==> config.mk <==
export PLATFORM = sky130hd
export DESIGN_NAME = cdb_arbiter
export DESIGN_NICKNAME = d
export VERILOG_FILES = /design/src/rtl/cdb_arbiter.sv
export SDC_FILE = /design/constraint.sdc
export NUM_CORES = 1
export LEC_CHECK = 0
export CAP_MARGIN = 30
export CORE_ASPECT_RATIO = 0.5
export CORE_MARGIN = 3
export CORE_UTILIZATION = 45
export DETAILED_ROUTE_END_ITERATION = 10
export HOLD_SLACK_MARGIN = 0.1
export PLACE_DENSITY = 0.74
export SYNTH_ARGS = -nofsm -noshare
export SYNTH_HDL_FRONTEND = slang
export SYNTH_SLANG_ARGS = --single-unit
==> constraint.sdc <==
create_clock -name clk -period 8.8 [get_ports clk]
set_input_delay 1.76 -clock clk [delete_from_list [all_inputs] [get_ports clk]]
set_output_delay 1.76 -clock clk [all_outputs]
set_load 0.01 [all_outputs]
==> src/rtl/cdb_arbiter.sv <==
// Common data bus arbiter: queues results from the ALU and the load/store unit
// in two per-source FIFOs and broadcasts at most one result per cycle on the CDB,
// using round-robin arbitration between the sources.
//
// Ports:
//   clk, rst              clock, asynchronous active-high reset
//   flush                 synchronous clear of all queued and in-flight results
//   alu_valid/tag/name/data, alu_ready   ALU result offer and FIFO-not-full
//   ls_valid/tag/name/data,  ls_ready    load/store result offer and FIFO-not-full
//   cdb_en/tag/name/data  registered broadcast (tag/name/data hold when cdb_en=0)
module cdb_arbiter #(
    parameter int unsigned DATA_W = 32,
    parameter int unsigned TAG_W  = 4,
    parameter int unsigned NAME_W = 5,
    parameter int unsigned DEPTH  = 4
) (
    input  logic              clk,
    input  logic              rst,
    input  logic              flush,
    input  logic              alu_valid,
    input  logic [TAG_W-1:0]  alu_tag,
    input  logic [NAME_W-1:0] alu_name,
    input  logic [DATA_W-1:0] alu_data,
    output logic              alu_ready,
    input  logic              ls_valid,
    input  logic [TAG_W-1:0]  ls_tag,
    input  logic [NAME_W-1:0] ls_name,
    input  logic [DATA_W-1:0] ls_data,
    output logic              ls_ready,
    output logic              cdb_en,
    output logic [TAG_W-1:0]  cdb_tag,
    output logic [NAME_W-1:0] cdb_name,
    output logic [DATA_W-1:0] cdb_data
);

    localparam int unsigned PTR_W = $clog2(DEPTH);
    localparam int unsigned CNT_W = $clog2(DEPTH + 1);
    localparam int unsigned ENT_W = TAG_W + NAME_W + DATA_W;

    // last_grant encoding: 0 = ALU, 1 = LS
    localparam logic GRANT_ALU = 1'b0;
    localparam logic GRANT_LS  = 1'b1;

    logic [ENT_W-1:0]  alu_mem_q [DEPTH];
    logic [ENT_W-1:0]  ls_mem_q  [DEPTH];

    logic [PTR_W-1:0]  alu_wptr_q, alu_wptr_d, alu_rptr_q, alu_rptr_d;
    logic [PTR_W-1:0]  ls_wptr_q,  ls_wptr_d,  ls_rptr_q,  ls_rptr_d;
    logic [CNT_W-1:0]  alu_cnt_q,  alu_cnt_d,  ls_cnt_q,   ls_cnt_d;
    logic              last_grant_q, last_grant_d;

    logic              cdb_en_q,   cdb_en_d;
    logic [TAG_W-1:0]  cdb_tag_q,  cdb_tag_d;
    logic [NAME_W-1:0] cdb_name_q, cdb_name_d;
    logic [DATA_W-1:0] cdb_data_q, cdb_data_d;

    logic              alu_push, ls_push, alu_pop, ls_pop;
    logic              alu_nempty, ls_nempty, grant_alu;
    logic [ENT_W-1:0]  head_sel;

    // Ready depends on the current count only, so a same-cycle pop never frees a full FIFO
    assign alu_ready = (alu_cnt_q != CNT_W'(DEPTH));
    assign ls_ready  = (ls_cnt_q  != CNT_W'(DEPTH));

    assign cdb_en   = cdb_en_q;
    assign cdb_tag  = cdb_tag_q;
    assign cdb_name = cdb_name_q;
    assign cdb_data = cdb_data_q;

    // Push/pop qualification, round-robin grant and next-state
    always_comb begin
        alu_push     = alu_valid && alu_ready && (alu_tag != '0) && !flush;
        ls_push      = ls_valid  && ls_ready  && (ls_tag  != '0) && !flush;
        alu_nempty   = (alu_cnt_q != '0);
        ls_nempty    = (ls_cnt_q  != '0);
        // Both pending: favour the source that did not win last time
        grant_alu    = alu_nempty && (!ls_nempty || (last_grant_q == GRANT_LS));
        alu_pop      = grant_alu && !flush;
        ls_pop       = ls_nempty && !grant_alu && !flush;

        alu_wptr_d   = alu_wptr_q;
        alu_rptr_d   = alu_rptr_q;
        alu_cnt_d    = alu_cnt_q;
        ls_wptr_d    = ls_wptr_q;
        ls_rptr_d    = ls_rptr_q;
        ls_cnt_d     = ls_cnt_q;
        last_grant_d = last_grant_q;
        cdb_en_d     = 1'b0;
        cdb_tag_d    = cdb_tag_q;
        cdb_name_d   = cdb_name_q;
        cdb_data_d   = cdb_data_q;
        head_sel     = ls_pop ? ls_mem_q[ls_rptr_q] : alu_mem_q[alu_rptr_q];

        if (flush) begin
            alu_wptr_d = '0;
            alu_rptr_d = '0;
            alu_cnt_d  = '0;
            ls_wptr_d  = '0;
            ls_rptr_d  = '0;
            ls_cnt_d   = '0;
        end else begin
            // Pointers wrap naturally since DEPTH is a power of two
            if (alu_push) alu_wptr_d = alu_wptr_q + PTR_W'(1);
            if (alu_pop)  alu_rptr_d = alu_rptr_q + PTR_W'(1);
            if (ls_push)  ls_wptr_d  = ls_wptr_q  + PTR_W'(1);
            if (ls_pop)   ls_rptr_d  = ls_rptr_q  + PTR_W'(1);
            alu_cnt_d = alu_cnt_q + CNT_W'(alu_push) - CNT_W'(alu_pop);
            ls_cnt_d  = ls_cnt_q  + CNT_W'(ls_push)  - CNT_W'(ls_pop);

            if (alu_pop || ls_pop) begin
                cdb_en_d     = 1'b1;
                last_grant_d = ls_pop ? GRANT_LS : GRANT_ALU;
                {cdb_tag_d, cdb_name_d, cdb_data_d} = head_sel;
            end
        end
    end

    // Control and broadcast registers
    always_ff @(posedge clk or posedge rst) begin
        if (rst) begin
            alu_wptr_q   <= '0;
            alu_rptr_q   <= '0;
            alu_cnt_q    <= '0;
            ls_wptr_q    <= '0;
            ls_rptr_q    <= '0;
            ls_cnt_q     <= '0;
            last_grant_q <= GRANT_LS;
            cdb_en_q     <= 1'b0;
            cdb_tag_q    <= '0;
            cdb_name_q   <= '0;
            cdb_data_q   <= '0;
        end else begin
            alu_wptr_q   <= alu_wptr_d;
            alu_rptr_q   <= alu_rptr_d;
            alu_cnt_q    <= alu_cnt_d;
            ls_wptr_q    <= ls_wptr_d;
            ls_rptr_q    <= ls_rptr_d;
            ls_cnt_q     <= ls_cnt_d;
            last_grant_q <= last_grant_d;
            cdb_en_q     <= cdb_en_d;
            cdb_tag_q    <= cdb_tag_d;
            cdb_name_q   <= cdb_name_d;
            cdb_data_q   <= cdb_data_d;
        end
    end

    // FIFO storage; contents are don't-care while the count is zero
    always_ff @(posedge clk) begin
        if (alu_push) alu_mem_q[alu_wptr_q] <= {alu_tag, alu_name, alu_data};
        if (ls_push)  ls_mem_q[ls_wptr_q]   <= {ls_tag, ls_name, ls_data};
    end

endmodule

==> results_dict.tcl <==
set metrics [dict create \
    status "complete, no violations" \
    hp-class "flip-flop to flip-flop" \
    clkSinkCount 385 \
    start_kind "input pin" \
    min_period_over_period 0.502 \
    setup_ws_ns 4.38 \
    ys_ff_latch 385 \
    grt_pass1_wl_um 45900 \
    cp_cell_sequence "clkdlybuf4s50_1 -> nor3_4 -> buf_4 -> ha_1 -> inv_1 -> ha_1 -> inv_1 -> fa_1 -> xnor2_1 -> nor2_1" \
    crit_arrival_ns 4.79 \
    max_freq_ghz 0.226 \
    dieArea_um2 35800 \
    cts_setup_buffers 0 \
    async_flop_share 0.148 \
    layout_common_cells "edfxtp_1 (328), clkdlybuf4s50_1 (130), mux4_1 (72)" \
    critPathKind "input pin to flip-flop" \
    cp_max_fo 30 \
    register_area_um2 11300 \
    htreeDepth 2 \
    crit_path_end_kind "flip-flop" \
    ant_nets 0 \
    slowest_stage "clkdlybuf4s50_1" \
    slew_headroom 0.442 \
    skew_ns 0.0115 \
    syn_inst 665 \
    rrSetupSlack_ns 5.75 \
    syn_to_final_growth_pct 19.1 \
    drt_wl_total_um 30500 \
    cts_hold_repair.buffers 0 \
    min_path_cells 1 \
    rows 46 \
    place_ws_ns 3.84 \
    drv_cap 0 \
    layout.nets 915 \
    grtUsageTotal 0.172 \
    cts_buffer_depth 3 \
    place_congestion 0.781 \
    crit_end "ls_cnt_q[2]" \
    multi_input_area_um2 3420 \
    setup_viol 0 \
    cp_num_buf_inv 4 \
    worstReg2RegEnd "ls_cnt_q[2]" \
    die_h_um 135 \
    setup_tns_ns 0 \
    netlist_area_um2 15000 \
    cts_root_buffer "clkbuf_16" \
    grt_max_degree 58 \
    port_buffers 130 \
    crit_family "buffers and inverters" \
    r2r-start "alu_cnt_q[1]" \
    antenna_found_initial 2 \
    power_leakage_nw 6.12 \
    drtIter0Drc 554 \
    wire_per_inst_um 24.0 \
    avgSynthCellArea_um2 22.6 \
    cts_tree "done" \
    tightest_slew_ns 0.837 \
    cp_data_required_time_ns 9.17 \
    rsz0062_at_grt "no" \
    syn_nets 766 \
    setup.worst_path.start "flush" \
    post_drt_via_cell_ratio 5.53 \
    start_util 0.465 \
    ios 131 \
    final_common_cell "edfxtp_1" \
    synth_edf_count 328 \
    coreArea_um2 32300 \
    drv_slew 0 \
    clock_latency_ns 0.51 \
    drive_gt1_frac 0.167 \
    num_vias 7039 \
    drt_first_pass_iters 5 \
    p_per_area_nw_per_um2 286 \
    post_cts_resize_count 0 \
    dp_hpwl_um 19200 \
    peakVddDrop_mv 0.134 \
    cts_made_buffers 35 \
    critical-path-max-stage-delay_ns 0.82 \
    grt_pass1_vias 7586 \
    drc 0 \
    chipWidth_um 264 \
    ys_warn_count 0 \
    clk_pin_slew_worst_paths_ns 0.07 \
    ys_seq_area_frac 0.750 \
    fin_crit_ns 4.42 \
    dp.cells 1209 \
    cp_num_cells 10 \
    fin_cells 1272 \
    fill_cells 2315 \
    finalHoldViolCount 0 \
    synth_cell_types 37 \
    reg2reg_depth 10 \
    overflow 0 \
    ys.flop_type "edfxtp_1" \
]
-- where the power goes --
group	internal, W	switching [W]	leakage [nW]	total [W]
Sequential	0.00220	0.000165	3.68	0.00236
Combinational	0.000678	0.000562	1.86	0.00124
Clock	0.000899	0.000626	0.579	0.00152
Total	0.00378	0.00135	6.12	0.00513
-- kinds of logic (layout without fill, tap and decap cells) --
kind of cell             after synthesis  count (layout)  synth area share
AND/OR/NAND/NOR                       77              77            0.0345
flip-flops                           385             385             0.750
buffers and inverters                 48             222            0.0234
AO/OA/AOI/OAI                         48              48            0.0316
multiplexers                          84              84             0.142
XOR/XNOR                               9               9           0.00525
other                                  0               1                 0
adder cells (fa/ha/maj)               14              14            0.0127
-- through the flow --
step / hold slack, ns / power [W] / utilization / area [µm²]
3_3_place_gp: 0.497 / 0.00359 / 0.517 / 16700
2_1_floorplan: 0.538 / 0.00317 / - / 15000
4_1_cts: 0.520 / 0.00517 / 0.554 / 17900
6_report: 0.517 / 0.00513 / 0.554 / 17900
3_5_place_dp: 0.505 / 0.00365 / 0.518 / 16700
5_1_grt: 0.531 / 0.00533 / 0.554 / 17900
-- worst min-delay path by stage --
stage | startpoint | to | slack, ns
global placement | cdb_data[26] | cdb_data[26] | 0.50
global route | cdb_data[8] | cdb_data[8] | 0.53
floorplan | alu_wptr_q[1] | alu_wptr_q[1] | 0.54
CTS | cdb_data[0] | cdb_data[0] | 0.52
detailed placement | cdb_data[14] | cdb_data[14] | 0.51
finish | cdb_data[0] | cdb_data[0] | 0.52
-- per-layer routing --
layer  global-route usage  share of wire  vias to the layer above
met5                    0        0.00030                        -
met4               0.0575          0.028                        2
met3               0.0321          0.044                       63
met2                0.296           0.51                      159
met1                0.224           0.42                     3709
li1                     -              -                     3106
-- layout make-up --
class	instances	area share
flip-flops and latches	385	0.630
multi-input cells	232	0.191
repair buffers	146	0.0808
clock buffers	49	0.0570
well taps	432	0.0302
clock inverters	13	0.00776
inverters	14	0.00294
diodes	1	0.000140
-- sequential cells by signal, indices dropped and copies added (netlist names), 2 cells and up --
| signal | cells |
|---|---|
| cdb_data | 32 |
| ls_mem_q | 164 |
| alu_wptr_q | 2 |
| ls_cnt_q | 3 |
| alu_cnt_q | 3 |
| ls_wptr_q | 2 |
| cdb_name | 5 |
| alu_mem_q | 164 |
| alu_rptr_q | 2 |
| cdb_tag | 4 |
| ls_rptr_q | 2 |
-- synth_stat cells, types with 3 or more instances --
master | n | area, µm²
clkbuf_1 | 10 | 37.5
dfrtp_1 | 56 | 1400
and2_1 | 13 | 81.3
ha_1 | 12 | 150
mux4_1 | 72 | 1890
buf_2 | 3 | 15.0
xor2_1 | 3 | 26.3
clkbuf_8 | 10 | 138
nor2b_1 | 4 | 25.0
and2_2 | 36 | 270
inv_1 | 14 | 52.6
nor2_1 | 11 | 41.3
edfxtp_1 | 328 | 9850
mux4_2 | 10 | 225
buf_6 | 9 | 101
a221o_1 | 39 | 390
xnor2_1 | 6 | 52.6
Note: power is estimated with default switching activity, not from simulation.
